--- src/rtl/alu_op_arbiter_pkg.sv ---
// Shared types for the ALU operation arbiter: opcode and FSM enums,
// flag bit positions and a small index helper.
package alu_arb_pkg;

    typedef enum logic [3:0] {
        ALU_ADD    = 4'h0,
        ALU_SUB    = 4'h1,
        ALU_AND    = 4'h2,
        ALU_OR     = 4'h3,
        ALU_XOR    = 4'h4,
        ALU_NOT    = 4'h5,
        ALU_SHL    = 4'h6,
        ALU_SHR    = 4'h7,
        ALU_PASS_A = 4'h8,
        ALU_PASS_B = 4'h9
    } alu_op_t;

    typedef enum logic [1:0] {
        ST_IDLE  = 2'd0,
        ST_ISSUE = 2'd1,
        ST_WAIT  = 2'd2,
        ST_RESP  = 2'd3
    } arb_state_t;

    // Flags travel as {C,Z,N,V}, so C is the MSB.
    localparam int ALU_FLAG_C = 3;
    localparam int ALU_FLAG_Z = 2;
    localparam int ALU_FLAG_N = 1;
    localparam int ALU_FLAG_V = 0;

    localparam logic [15:0] GRANT_CNT_MAX = 16'hFFFF;

    function automatic int wrap_inc(input int idx, input int n);
        return (idx + 1 >= n) ? 0 : idx + 1;
    endfunction

endpackage

--- src/rtl/alu_op_arbiter_if.sv ---
// Bundle of requester, ALU and response signals around the arbiter.
// slave = arbiter side, master = requesters/ALU/consumer side.
interface alu_arb_if #(
    parameter int N_REQ = 4,
    parameter int ID_W  = $clog2(N_REQ)
) ();
    import alu_arb_pkg::*;

    logic    [N_REQ-1:0]      req_valid;
    logic    [N_REQ-1:0]      req_ready;
    alu_op_t [N_REQ-1:0]      req_op;
    logic    [N_REQ-1:0][7:0] req_a;
    logic    [N_REQ-1:0][7:0] req_b;

    logic                     alu_start;
    alu_op_t                  alu_op;
    logic    [7:0]            alu_a;
    logic    [7:0]            alu_b;
    logic                     alu_done;
    logic    [7:0]            alu_res;
    logic    [3:0]            alu_flags;

    logic                     rsp_valid;
    logic                     rsp_ready;
    logic    [ID_W-1:0]       rsp_id;
    logic    [7:0]            rsp_res;
    logic    [3:0]            rsp_flags;

    modport slave (
        input  req_valid, req_op, req_a, req_b,
        input  alu_done, alu_res, alu_flags,
        input  rsp_ready,
        output req_ready,
        output alu_start, alu_op, alu_a, alu_b,
        output rsp_valid, rsp_id, rsp_res, rsp_flags
    );

    modport master (
        output req_valid, req_op, req_a, req_b,
        output alu_done, alu_res, alu_flags,
        output rsp_ready,
        input  req_ready,
        input  alu_start, alu_op, alu_a, alu_b,
        input  rsp_valid, rsp_id, rsp_res, rsp_flags
    );

endinterface

--- src/rtl/alu_op_arbiter_rr_pick.sv ---
// Combinational round-robin picker: first set request at or after the
// pointer, searching upward with wrap.
module rr_pick #(
    parameter int N_REQ = 4,
    parameter int ID_W  = $clog2(N_REQ)
) (
    input  logic [N_REQ-1:0] i_req,
    input  logic [ID_W-1:0]  i_ptr,
    output logic             o_any,
    output logic [ID_W-1:0]  o_idx
);

    always_comb begin
        int              w_cand;
        logic [ID_W-1:0] w_cand_idx;
        // NOTE: every combinational output gets a default first so no path leaves it unassigned (no latch).
        o_any      = |i_req;
        o_idx      = '0;
        w_cand     = 0;
        w_cand_idx = '0;
        // Walk from the farthest candidate back to the pointer so the closest hit wins.
        for (int i = N_REQ - 1; i >= 0; i--) begin
            w_cand = int'(i_ptr) + i;
            if (w_cand >= N_REQ) begin
                w_cand = w_cand - N_REQ;
            end
            w_cand_idx = ID_W'(w_cand);
            if (i_req[w_cand_idx]) begin
                o_idx = w_cand_idx;
            end
        end
    end

endmodule

--- src/rtl/alu_op_arbiter.sv ---
// Round-robin arbiter sharing one 8-bit ALU between N_REQ requesters.
// Optional per-requester grant counters when ALU_ARB_GRANT_CNT_EN is defined.
module alu_op_arbiter
    import alu_arb_pkg::*;
#(
    parameter int N_REQ = 4,
    parameter int ID_W  = $clog2(N_REQ)
) (
    input  logic                      clk,
    input  logic                      rst_n,
    alu_arb_if.slave                  io_arb
`ifdef ALU_ARB_GRANT_CNT_EN
    ,
    output logic [N_REQ-1:0][15:0]    o_grant_cnt
`endif
);

    arb_state_t       r_state;
    arb_state_t       w_next_state;
    logic [ID_W-1:0]  r_rr_ptr;
    logic [ID_W-1:0]  r_gnt;
    alu_op_t          r_op;
    logic [7:0]       r_a;
    logic [7:0]       r_b;
    logic [7:0]       r_res;
    logic [3:0]       r_flags;

    logic             w_pick_any;
    logic [ID_W-1:0]  w_pick_idx;
    logic             w_grant;
    logic             w_done_ok;
    logic             w_rsp_hs;
    logic [N_REQ-1:0] w_req_ready;
    logic             w_alu_start;
    logic             w_rsp_valid;

    rr_pick #(
        .N_REQ (N_REQ),
        .ID_W  (ID_W)
    ) u_rr_pick (
        .i_req (io_arb.req_valid),
        .i_ptr (r_rr_ptr),
        .o_any (w_pick_any),
        .o_idx (w_pick_idx)
    );

    // Gated by rst_n so no requester sees an acceptance that reset would discard.
    assign w_grant   = rst_n && (r_state == ST_IDLE) && w_pick_any;
    assign w_done_ok = (r_state == ST_WAIT) && io_arb.alu_done;
    assign w_rsp_hs  = (r_state == ST_RESP) && io_arb.rsp_ready;

    always_comb begin
        w_next_state = r_state;
        w_req_ready  = '0;
        w_alu_start  = 1'b0;
        w_rsp_valid  = 1'b0;
        case (r_state)
            ST_IDLE: begin
                if (w_grant) begin
                    w_req_ready[w_pick_idx] = 1'b1;
                    w_next_state            = ST_ISSUE;
                end
            end
            ST_ISSUE: begin
                w_alu_start  = 1'b1;
                w_next_state = ST_WAIT;
            end
            ST_WAIT: begin
                if (w_done_ok) begin
                    w_next_state = ST_RESP;
                end
            end
            ST_RESP: begin
                w_rsp_valid = 1'b1;
                if (w_rsp_hs) begin
                    w_next_state = ST_IDLE;
                end
            end
            default: w_next_state = ST_IDLE;
        endcase
    end

    // NOTE: sequential state uses non-blocking assignments so every flop samples pre-edge values.
    always_ff @(posedge clk) begin
        if (!rst_n) begin
            r_state <= ST_IDLE;
        end else begin
            r_state <= w_next_state;
        end
    end

    always_ff @(posedge clk) begin
        if (!rst_n) begin
            r_rr_ptr <= '0;
            r_gnt    <= '0;
            r_op     <= ALU_ADD;
            r_a      <= '0;
            r_b      <= '0;
            r_res    <= '0;
            r_flags  <= '0;
        end else begin
            if (w_grant) begin
                r_gnt <= w_pick_idx;
                r_op  <= io_arb.req_op[w_pick_idx];
                r_a   <= io_arb.req_a[w_pick_idx];
                r_b   <= io_arb.req_b[w_pick_idx];
            end
            if (w_done_ok) begin
                r_res   <= io_arb.alu_res;
                r_flags <= io_arb.alu_flags;
            end
            if (w_rsp_hs) begin
                r_rr_ptr <= ID_W'(wrap_inc(int'(r_gnt), N_REQ));
            end
        end
    end

    assign io_arb.req_ready = w_req_ready;
    assign io_arb.alu_start = w_alu_start;
    assign io_arb.alu_op    = r_op;
    assign io_arb.alu_a     = r_a;
    assign io_arb.alu_b     = r_b;
    assign io_arb.rsp_valid = w_rsp_valid;
    assign io_arb.rsp_id    = r_gnt;
    assign io_arb.rsp_res   = r_res;
    assign io_arb.rsp_flags = r_flags;

`ifdef ALU_ARB_GRANT_CNT_EN
    logic [N_REQ-1:0][15:0] r_grant_cnt;

    always_ff @(posedge clk) begin
        if (!rst_n) begin
            r_grant_cnt <= '0;
        end else if (w_grant && (r_grant_cnt[w_pick_idx] != GRANT_CNT_MAX)) begin
            r_grant_cnt[w_pick_idx] <= r_grant_cnt[w_pick_idx] + 16'd1;
        end
    end

    assign o_grant_cnt = r_grant_cnt;
`endif

endmodule

--- src/flat_wrapper.sv ---
// flat-port wrapper written by rule: the top's interface ports become plain ports
module alu_op_arbiter_flat import alu_arb_pkg::*;
#(
    parameter int N_REQ = 4,
    parameter int ID_W  = $clog2(N_REQ)
)
  (clk, rst_n, io_arb_req_valid, io_arb_req_op, io_arb_req_a, io_arb_req_b, io_arb_alu_done, io_arb_alu_res, io_arb_alu_flags, io_arb_rsp_ready, io_arb_req_ready, io_arb_alu_start, io_arb_alu_op, io_arb_alu_a, io_arb_alu_b, io_arb_rsp_valid, io_arb_rsp_id, io_arb_rsp_res, io_arb_rsp_flags);
  alu_arb_if #(.N_REQ(N_REQ), .ID_W(ID_W)) io_arb_i ();
  input  logic clk;
  input  logic rst_n;
  input wire logic [$bits(io_arb_i.req_valid)-1:0] io_arb_req_valid;
  input wire logic [$bits(io_arb_i.req_op)-1:0] io_arb_req_op;
  input wire logic [$bits(io_arb_i.req_a)-1:0] io_arb_req_a;
  input wire logic [$bits(io_arb_i.req_b)-1:0] io_arb_req_b;
  input wire logic [$bits(io_arb_i.alu_done)-1:0] io_arb_alu_done;
  input wire logic [$bits(io_arb_i.alu_res)-1:0] io_arb_alu_res;
  input wire logic [$bits(io_arb_i.alu_flags)-1:0] io_arb_alu_flags;
  input wire logic [$bits(io_arb_i.rsp_ready)-1:0] io_arb_rsp_ready;
  output wire logic [$bits(io_arb_i.req_ready)-1:0] io_arb_req_ready;
  output wire logic [$bits(io_arb_i.alu_start)-1:0] io_arb_alu_start;
  output wire logic [$bits(io_arb_i.alu_op)-1:0] io_arb_alu_op;
  output wire logic [$bits(io_arb_i.alu_a)-1:0] io_arb_alu_a;
  output wire logic [$bits(io_arb_i.alu_b)-1:0] io_arb_alu_b;
  output wire logic [$bits(io_arb_i.rsp_valid)-1:0] io_arb_rsp_valid;
  output wire logic [$bits(io_arb_i.rsp_id)-1:0] io_arb_rsp_id;
  output wire logic [$bits(io_arb_i.rsp_res)-1:0] io_arb_rsp_res;
  output wire logic [$bits(io_arb_i.rsp_flags)-1:0] io_arb_rsp_flags;
  assign io_arb_i.req_valid = io_arb_req_valid;
  assign io_arb_i.req_op = io_arb_req_op;
  assign io_arb_i.req_a = io_arb_req_a;
  assign io_arb_i.req_b = io_arb_req_b;
  assign io_arb_i.alu_done = io_arb_alu_done;
  assign io_arb_i.alu_res = io_arb_alu_res;
  assign io_arb_i.alu_flags = io_arb_alu_flags;
  assign io_arb_i.rsp_ready = io_arb_rsp_ready;
  assign io_arb_req_ready = io_arb_i.req_ready;
  assign io_arb_alu_start = io_arb_i.alu_start;
  assign io_arb_alu_op = io_arb_i.alu_op;
  assign io_arb_alu_a = io_arb_i.alu_a;
  assign io_arb_alu_b = io_arb_i.alu_b;
  assign io_arb_rsp_valid = io_arb_i.rsp_valid;
  assign io_arb_rsp_id = io_arb_i.rsp_id;
  assign io_arb_rsp_res = io_arb_i.rsp_res;
  assign io_arb_rsp_flags = io_arb_i.rsp_flags;
  alu_op_arbiter #(.N_REQ(N_REQ), .ID_W(ID_W)) u_core (.clk(clk), .rst_n(rst_n), .io_arb(io_arb_i));
endmodule
--- config.mk ---
export PLATFORM = sky130hd
export DESIGN_NAME = alu_op_arbiter_flat
export DESIGN_NICKNAME = d
export VERILOG_FILES = /design/src/rtl/alu_op_arbiter_pkg.sv /design/src/rtl/alu_op_arbiter_if.sv /design/src/rtl/alu_op_arbiter_rr_pick.sv /design/src/rtl/alu_op_arbiter.sv /design/src/flat_wrapper.sv
export SDC_FILE = /design/constraint.sdc
export NUM_CORES = 1
export LEC_CHECK = 0
export CORE_UTILIZATION = 32
export CTS_CLUSTER_DIAMETER = 200
export DETAILED_ROUTE_END_ITERATION = 6
export PLACE_DENSITY = 0.75
export SLEW_MARGIN = 10
export SYNTH_ARGS = -nofsm -noshare
export SYNTH_HDL_FRONTEND = slang
export SYNTH_SLANG_ARGS = --single-unit
--- constraint.sdc ---
create_clock -name clk -period 1.95 [get_ports clk]
set_input_delay 0.39 -clock clk [delete_from_list [all_inputs] [get_ports clk]]
set_output_delay 0.39 -clock clk [all_outputs]
set_load 0.02 [all_outputs]
==> results.sh, run 1 <==
export IMPL_status="finished with violations"
export IMPL_violations="negative setup slack"
export IMPL_synthTopCellsByArea="dfxtp_1 (37%), mux2i_1 (19%), nand2_1 (10%)"
export IMPL_vdd_drop_max_mv=0.615
export IMPL_avgSynthCellArea_um2=8.94
export IMPL_yosys_warnings=0
export IMPL_report_power_total_mw=3.33
export IMPL_areaGrowthSynthToFinish_pct=91.1
export IMPL_yosysUniqueCellTypes=30
export IMPL_min_period_over_period_pct=103
export IMPL_synth_seq_cells=38
export IMPL_synth_seq_area_share_pct=37.5
export IMPL_power_density_nw_per_um2=859
export IMPL_drt_iter0_drc=40
export IMPL_drv_slew=0
export IMPL_cts_hold_buffers_added=0
export IMPL_cts_htree_levels=2
export IMPL_setup_viol=4
export IMPL_regArea_um2=764
export IMPL_syn_nets=333
export IMPL_grt_pass1_wl_um=10300
export IMPL_path_max_fanout=3
export IMPL_vias=2297
export IMPL_layout_common_cells="clkdlybuf4s50_1 (129), nand2_1 (54), mux2i_1 (38)"
export IMPL_die_y_um=81.6
export IMPL_dp_hpwl_um=5420
export IMPL_cts_max_path_buffers=2
export IMPL_worstMarginPinSlew_ps=471
export IMPL_place_area_um2=3680
export IMPL_multiInputGateArea_um2=1270
export IMPL_dp_slack_ps=-922
export IMPL_grt_usage_pct=20.2
export IMPL_fin_skew_ps=2.71
export IMPL_cts_sinks=38
export IMPL_grt_start_max_net_pins=21
export IMPL_dp_cells=454
export IMPL_io_pins=140
export IMPL_clk_latency_ps=290
export IMPL_grt_antenna_before_repair=0
export IMPL_max_cap_violations=0
export IMPL_die_area_um2=6660
export IMPL_drcViolationCount=0
export IMPL_start_util_pct=33.7
export IMPL_io_buffer_count=139
export IMPL_fin_nets=494
export IMPL_gp_congestion=0.735
export IMPL_grt_pass1_vias=2221
export IMPL_final_common_cell="clkdlybuf4s50_1"
export IMPL_p_leak_nw=1.66
export IMPL_wirelength_um=6910
export IMPL_avgViaCountPerCell=4.95
export IMPL_syn_area_um2=2030
export IMPL_drt_pass1_iterations=4
export IMPL_wl_per_cell_um=14.9
export IMPL_final_area_um2=3880
export IMPL_crit_arrival_ps=1630
export IMPL_fp_dieW_um=81.6
export IMPL_yosys_area_top_type="dfxtp_1"
export IMPL_cts_tree="yes"
export IMPL_regToRegSetupSlack_ps=70
export IMPL_fp_coreArea_um2=6030
export IMPL_antenna_left=0
export IMPL_hp_class="reg -> reg"
export IMPL_timing_fmax_mhz=496
export IMPL_numCtsBuffers=5
export IMPL_critPathLaunchType="flop"
export IMPL_rsz0062_at_grt="true"
export IMPL_num_rows=28
export IMPL_worst_endpoint_required_ps=1560
export IMPL_fin_cells=464
export IMPL_worstSetupPathType="reg -> out"
export IMPL_n_fill_cell=520
export IMPL_synth_top_area_share_pct=37.5
export IMPL_maxSlewHeadroom_pct=68.6
export IMPL_reg2reg_depth=6
export IMPL_hold_depth=2
export IMPL_cts_root_buf="clkbuf_8"
export IMPL_finalHoldViolCount=0
export IMPL_endpoint_kind="primary output"
export IMPL_drive_gt1_share_pct=16.7
export IMPL_grt_overflow_total=0
export IMPL_worst_slack_ps=-67.8
export IMPL_path_clk_slew_ps=80
export IMPL_layout_min_cycle_time_ps=2020
export IMPL_n_antenna_cell=0
export IMPL_syn_inst=227
[what timing repair did]
action	in CTS	in global routing
pin swaps	4	5
buffers inserted	1	1
cloned	0	0
endpoints found under the setup margin	25	24
gates resized for setup	49	19
[final timing paths]
| kind | start | to |
|---|---|---|
| min reg2reg | u_core.io_arb.alu_b[6]$_SDFFE_PN0N_ | u_core.io_arb.alu_b[6]$_SDFFE_PN0N_ |
| max reg2reg | u_core.r_rr_ptr[1]$_SDFFE_PN0P_ | u_core.io_arb.alu_b[1]$_SDFFE_PN0N_ |
| min | u_core.io_arb.alu_b[6]$_SDFFE_PN0N_ | u_core.io_arb.alu_b[6]$_SDFFE_PN0N_ |
| max | u_core.r_rr_ptr[0]$_SDFFE_PN0P_ | io_arb_req_ready[0] |
[sequential cells by signal (all words and copies together), names as in the netlist]
name	count
u_core.io_arb.alu_a	8
u_core.io_arb.alu_b	8
u_core.io_arb.alu_op	4
u_core.io_arb.rsp_flags	4
u_core.io_arb.rsp_id	2
u_core.io_arb.rsp_res	8
u_core.r_rr_ptr	2
u_core.r_state	2
[final cells by class]
cell class | count | area share, %
Clock inverter | 1 | 0.129
Inverter | 4 | 0.387
Tap cell | 75 | 2.42
Timing Repair Buffer | 169 | 42.3
Multi-Input combinational cell | 170 | 32.9
Clock buffer | 7 | 2.23
Sequential cell | 38 | 19.7
[through the flow]
step | setup TNS (ps) | hold WS (ps) | util, %
floorplan | 0 | 473 | -
global placement | -14980 | 436 | 61.1
detailed placement | -16080 | 443 | 61.1
CTS | -395 | 454 | 63.3
global route | -465 | 484 | 64.4
finish | -230 | 453 | 64.4
[metal layers]
metal  up-vias  wire length [um]  global-route usage (%)
li1       1135                 -                       -
met1      1055              2650                    22.0
met2       103              3440                    37.2
met3         4               792                    7.33
met4         0                33                    4.21
met5         -                 0                       0
[critical path, cell delays in order (launching register included)]
cell and delay (ps):
dfxtp_4 380, nor2b_4 40, or4b_4 510, nand2_4 110, buf_6 120, nor3_4 40, buf_6 140
[cells in the mapped netlist, drive strengths merged]
master	number
a211oi	2
a21boi	14
a21oi	1
a222oi	1
a22o	1
and2	2
and3	2
buf	5
clkbuf	10
dfxtp	38
ha	6
inv	4
mux2i	39
nand2	56
nand3	3
nor2	6
nor2b	6
nor3	3
o21ai	2
o21ba	1
o221a	1
o221ai	19
o31ai	1
or2	1
or4	2
or4b	1
[logic make-up after synthesis]
| family | synth area share (%) |
|---|---|
| AND/OR/NAND/NOR | 17.9 |
| AO/OA/AOI/OAI | 17.2 |
| multiplexers | 19.2 |
| flip-flops | 37.5 |
| buffers and inverters | 4.44 |
| adder cells (fa/ha/maj) | 3.70 |
[power breakdown]
group          switching [mW]  leakage [nW]  internal (mW)
Sequential             0.0892         0.312          0.953
Combinational           0.806          1.30          0.913
Clock                   0.284        0.0482          0.286
Note: power is estimated with default switching activity, not from simulation.
==> run 2, diff against run 1 <==
--- a/config.mk
+++ b/config.mk
@@ -5,9 +5,12 @@
 export SDC_FILE = /design/constraint.sdc
 export NUM_CORES = 1
 export LEC_CHECK = 0
+export CAP_MARGIN = 10
+export CORE_ASPECT_RATIO = 0.9
 export CORE_UTILIZATION = 32
 export CTS_CLUSTER_DIAMETER = 200
 export DETAILED_ROUTE_END_ITERATION = 6
+export GPL_TIMING_DRIVEN = 1
 export PLACE_DENSITY = 0.75
 export SLEW_MARGIN = 10
 export SYNTH_ARGS = -nofsm -noshare
==> run 2 against run 1 <==
The run still ends with negative setup slack left. Clock power up 0.9%. Die area about the same. Fmax up 0.11%. Global-route usage is 0.69 points lower. Highest routed layer unchanged. Core utilization is 0.31 points higher. Hold slack worse by 1.6 ps. Via count decreased by 1.5%.
==> results.sh, run 2 (synthesis gave the netlist of run 1 again) <==
export IMPL_status="finished with violations"
export IMPL_violations="negative setup slack"
export IMPL_wirelength_um=7060
export IMPL_worstMarginPinSlew_ps=435
export IMPL_worst_slack_ps=-65.5
export IMPL_numCtsBuffers=5
export IMPL_power_density_nw_per_um2=851
export IMPL_worst_endpoint_required_ps=1560
export IMPL_grt_pass1_vias=2269
export IMPL_fin_util_pct=64.7
export IMPL_cts_root_buf="clkbuf_8"
export IMPL_gp_congestion=0.781
export IMPL_layout_common_cells="clkdlybuf4s50_1 (129), nand2_1 (54), dfxtp_1 (37)"
export IMPL_min_period_over_period_pct=103
export IMPL_dp_hpwl_um=4870
export IMPL_clk_latency_ps=290
export IMPL_layout_min_cycle_time_ps=2020
export IMPL_final_area_um2=3960
export IMPL_place_area_um2=3650
export IMPL_finalHoldViolCount=0
export IMPL_drt_iter0_drc=34
export IMPL_endpoint_kind="primary output"
export IMPL_fp_coreArea_um2=6110
export IMPL_worst_hold_slack_ps=451
export IMPL_drt_pass1_iterations=4
export IMPL_io_pins=140
export IMPL_grt_overflow_total=0
export IMPL_drv_slew=0
export IMPL_cts_tree="yes"
export IMPL_critPathLaunchType="flop"
export IMPL_grt_usage_pct=19.5
export IMPL_cts_htree_levels=2
export IMPL_critical_path_buf_inv_count=1
export IMPL_path_cells="nor2b_2 -> o21ba_2 -> or2_2 -> nor3_4 -> buf_6"
export IMPL_fp_dieW_um=85.9
export IMPL_n_fill_cell=538
export IMPL_hp_class="reg -> reg"
export IMPL_areaGrowthSynthToFinish_pct=94.9
export IMPL_avgViaCountPerCell=4.80
export IMPL_start_util_pct=33.2
export IMPL_dp_cells=457
export IMPL_cp_top_family="simple AND/OR/NAND/NOR gates"
export IMPL_n_antenna_cell=0
export IMPL_die_area_um2=6670
export IMPL_setup_viol=4
export IMPL_tns_ps=-228
export IMPL_wl_per_cell_um=15.0
export IMPL_crit_arrival_ps=1630
export IMPL_dp_slack_ps=-875
export IMPL_path_clk_slew_ps=80
export IMPL_p_leak_nw=1.66
export IMPL_cts_sinks=38
export IMPL_grt_antenna_before_repair=0
export IMPL_worstSetupPathType="reg -> out"
export IMPL_drive_gt1_share_pct=17.7
export IMPL_num_rows=27
export IMPL_path_max_fanout=3
export IMPL_fin_cells=471
export IMPL_timing_fmax_mhz=496
export IMPL_maxSlewHeadroom_pct=71.0
export IMPL_rsz0062_at_grt="true"
export IMPL_die_y_um=77.6
export IMPL_vdd_drop_max_mv=0.437
export IMPL_max_cap_violations=0
export IMPL_report_power_total_mw=3.37
export IMPL_grt_start_max_net_pins=40
export IMPL_cts_max_path_buffers=2
export IMPL_final_common_cell="clkdlybuf4s50_1"
export IMPL_fin_skew_ps=3.10
export IMPL_grt_pass1_wl_um=10400
export IMPL_vias=2262
export IMPL_antenna_left=0
export IMPL_drcViolationCount=0
export IMPL_cts_hold_buffers_added=0
export IMPL_slowest_delay_ps=380
export IMPL_cpMaxStageDelayCell="dfxtp_4"
export IMPL_io_buffer_count=139
export IMPL_fin_nets=489
-- run 2: changes by cell type in the layout (fill, tap and decap cells not counted), moves of 2 or more --
cell,change
mux2i_2,+4
mux2i_1,-5
buf_4,-9
buf_12,+2
nor2_4,-2
clkbuf_16,+2
-- run 2: final timing paths --
path                                  startpoint                                   to  slack (ps)  depth (start not counted)
max reg2reg      u_core.r_rr_ptr[0]$_SDFFE_PN0P_  u_core.io_arb.alu_a[2]$_SDFFE_PN0N_          10                          7
min reg2reg  u_core.io_arb.alu_b[6]$_SDFFE_PN0N_  u_core.io_arb.alu_b[6]$_SDFFE_PN0N_         450                          2
min          u_core.io_arb.alu_b[6]$_SDFFE_PN0N_  u_core.io_arb.alu_b[6]$_SDFFE_PN0N_         450                          2
max              u_core.r_rr_ptr[0]$_SDFFE_PN0P_                  io_arb_req_ready[2]         -70                          5
-- run 2: cell type report --
| type | count | area (um2) | area share [%] |
|---|---|---|---|
| Inverter | 4 | 15.0 | 0.380 |
| Clock buffer | 6 | 82.6 | 2.09 |
| Multi-Input combinational cell | 170 | 1300 | 33.0 |
| Tap cell | 87 | 109 | 2.75 |
| Sequential cell | 38 | 764 | 19.3 |
| Timing Repair Buffer | 164 | 1670 | 42.2 |
| Clock inverter | 2 | 12.5 | 0.316 |
-- run 2: where the power goes --
part	leakage (nW)	internal [mW]	total, mW	switching (mW)
logic	1.30	0.929	1.75	0.816
registers	0.312	0.953	1.05	0.0928
clock network	0.0472	0.284	0.575	0.291
total	1.66	2.17	3.37	1.20
-- run 2: timing repair --
item,CTS,global route
resized for setup,48,23
pin swaps,5,10
setup endpoints to repair,26,25
cloned,0,5
buffers inserted,1,0
-- run 2: worst register-to-register path: cells and delay by family, from the launching register on --
family,cells,cell delay [ps]
AO/OA/AOI/OAI,1,150
buffers and inverters,2,340
flip-flops,1,380
multiplexers,1,190
AND/OR/NAND/NOR,3,760
-- run 2: per-layer routing --
metal	vias to the layer above	track usage [%]	part of all wire, %
li1	1125	-	-
met1	1053	23.1	42
met2	82	33.7	50
met3	2	6.06	7.3
met4	0	5.17	0.35
met5	-	0	0
==> run 3, diff against run 2 <==
==> constraint.sdc (replaced) <==
create_clock -name clk -period 1.95 [get_ports clk]
set_input_delay 0.39 -clock clk [delete_from_list [all_inputs] [get_ports clk]]
set_output_delay 0.39 -clock clk [all_outputs]
set_load 0.05 [all_outputs]
==> run 3 against run 2 <==
The flow still finishes with violations (negative setup slack). Power grew 16%. Clock skew grew 6.4 ps. Hold slack worse by 5.2 ps. First-iteration DRC count rose by 91%. Sequential power barely moved. Count of clock-buffer cells in the layout is 1 lower. Design area down 0.57%. Worst setup slack worse by 50 ps. Routed wire length decreased by 12%. Critical path depth rose by 1. Critical endpoint unchanged. Largest cell class unchanged.
==> results.sh, run 3 (synthesis gave the netlist of run 1 again) <==
export IMPL_status="finished with violations"
export IMPL_violations="negative setup slack"
export IMPL_wirelength_um=6210
export IMPL_die_area_um2=6670
export IMPL_path_max_fanout=4
export IMPL_worst_endpoint_required_ps=1560
export IMPL_vdd_drop_max_mv=0.455
export IMPL_fp_coreArea_um2=6110
export IMPL_num_rows=27
export IMPL_hp_start="u_core.io_arb.alu_b[6]$_SDFFE_PN0N_"
export IMPL_n_antenna_cell=0
export IMPL_wl_per_cell_um=13.3
export IMPL_hold_depth=2
export IMPL_areaGrowthSynthToFinish_pct=93.8
export IMPL_dp_cells=456
export IMPL_p_sw_mw=1.56
export IMPL_endpoint_kind="primary output"
export IMPL_cts_sinks=38
export IMPL_cts_tree="yes"
export IMPL_clk_latency_ps=290
export IMPL_path_clk_slew_ps=80
export IMPL_grt_antenna_before_repair=0
export IMPL_reg2reg_depth=7
export IMPL_power_density_nw_per_um2=991
export IMPL_min_period_over_period_pct=106
export IMPL_layout_common_cells="clkdlybuf4s50_1 (126), nand2_1 (54), mux2i_1 (39)"
export IMPL_drv_slew=0
export IMPL_p_clk_share_pct=20.8
export IMPL_layout_min_cycle_time_ps=2070
export IMPL_dp_hpwl_um=4750
export IMPL_fin_nets=485
export IMPL_drt_pass1_iterations=4
export IMPL_drcViolationCount=0
export IMPL_io_buffer_count=139
export IMPL_switching_share_pct=40.1
export IMPL_finalHoldViolCount=0
export IMPL_grt_pass1_wl_um=9970
export IMPL_r2r_start="u_core.r_rr_ptr[0]$_SDFFE_PN0P_"
export IMPL_gp_congestion=0.809
export IMPL_timing_fmax_mhz=484
export IMPL_cts_root_buf="clkbuf_8"
export IMPL_grt_usage_pct=18.7
export IMPL_avgViaCountPerCell=4.69
export IMPL_drt_iter0_drc=65
export IMPL_p_comb_share_pct=52.1
export IMPL_regToRegSetupSlack_ps=-10
export IMPL_crit_arrival_ps=1680
export IMPL_critPathLaunchType="input port"
export IMPL_worstSetupPathType="in -> out"
export IMPL_start_util_pct=33.2
export IMPL_fp_dieW_um=85.9
export IMPL_grt_pass1_vias=2198
export IMPL_fin_skew_ps=9.45
export IMPL_max_cap_violations=0
export IMPL_numCtsBuffers=5
export IMPL_n_fill_cell=510
export IMPL_min_to="u_core.io_arb.alu_b[6]$_SDFFE_PN0N_"
export IMPL_vias=2190
export IMPL_report_power_total_mw=3.90
export IMPL_cts_htree_levels=2
export IMPL_fin_cells=467
export IMPL_cts_max_path_buffers=2
export IMPL_worstMarginPinSlew_ps=538
export IMPL_setup_viol=10
export IMPL_maxSlewHeadroom_pct=64.0
export IMPL_p_leak_nw=1.67
export IMPL_r2r_end="u_core.io_arb.alu_b[7]$_SDFFE_PN0N_"
export IMPL_cts_hold_buffers_added=0
export IMPL_worst_slack_ps=-115
export IMPL_io_pins=140
export IMPL_grt_start_max_net_pins=24
export IMPL_grt_overflow_total=0
export IMPL_timing_critical_path_from="io_arb_req_valid[1]"
export IMPL_die_y_um=77.6
export IMPL_rsz0062_at_grt="true"
export IMPL_p_seq_share_pct=27.0
export IMPL_final_common_cell="clkdlybuf4s50_1"
export IMPL_p_int_mw=2.33
export IMPL_drive_gt1_share_pct=15.5
export IMPL_hp_class="reg -> reg"
export IMPL_fin_util_pct=64.3
export IMPL_antenna_left=0
[run 3: per-layer routing]
| metal | vias to the layer above | global-route usage, % | wire length [um] | share of wire, % |
|---|---|---|---|---|
| met5 | - | 0 | 0 | 0 |
| met4 | 0 | 4.00 | 23 | 0.37 |
| met3 | 2 | 6.70 | 466 | 7.5 |
| met2 | 71 | 32.5 | 3060 | 49 |
| met1 | 1002 | 21.9 | 2660 | 43 |
| li1 | 1115 | - | - | - |
[run 3: worst max path at each step]
stage | endpoint | slack [ps] | cells after the start
after floorplan | io_arb_req_ready[0] | -100 | 4
after global placement | u_core.io_arb.alu_a[1]$_SDFFE_PN0N_ | -500 | 6
after detailed placement | u_core.io_arb.alu_a[4]$_SDFFE_PN0N_ | -530 | 6
after CTS | io_arb_req_ready[1] | -120 | 6
after global routing | io_arb_req_ready[2] | -190 | 6
final | io_arb_req_ready[2] | -120 | 6
[run 3: cell type report]
cell class | count | area, um2 | area share (%)
repair buffers | 160 | 1640 | 41.7
multi-input cells | 170 | 1270 | 32.2
flip-flops and latches | 38 | 764 | 19.4
well taps | 87 | 109 | 2.77
clock buffers | 5 | 68.8 | 1.75
clock inverters | 3 | 68.8 | 1.75
inverters | 4 | 15.0 | 0.382
[run 3: per-stage QoR]
step	setup TNS [ps]	area [um2]	hold WS (ps)	setup WS, ps
2_1_floorplan	-311	2080	473	-95.5
3_3_place_gp	-11930	3720	437	-501
3_5_place_dp	-12690	3720	437	-529
4_1_cts	-484	3910	449	-125
5_1_grt	-2180	3930	487	-190
6_report	-463	3930	446	-115
[run 3: power by group through the flow]
stage	Combinational, mW	Sequential [mW]	Clock, mW
5_1_grt	2.16	1.08	0.863
4_1_cts	2.04	1.05	0.832
2_1_floorplan	0.662	1.60	0
3_5_place_dp	2.02	1.07	0
3_3_place_gp	2.00	1.06	0
6_report	2.03	1.05	0.812
[run 3: repair_timing]
action	4_1_cts	5_1_grt
gates cloned	0	1
setup buffers	2	0
gates resized for setup	18	5
setup endpoints to repair	25	25
pin swaps	6	2
[run 3: critical path: stages]
cell	delay, ps
clkdlybuf4s15_1	220
nor2b_1	280
a211oi_4	110
or2_2	340
nor3_4	170
buf_12	160
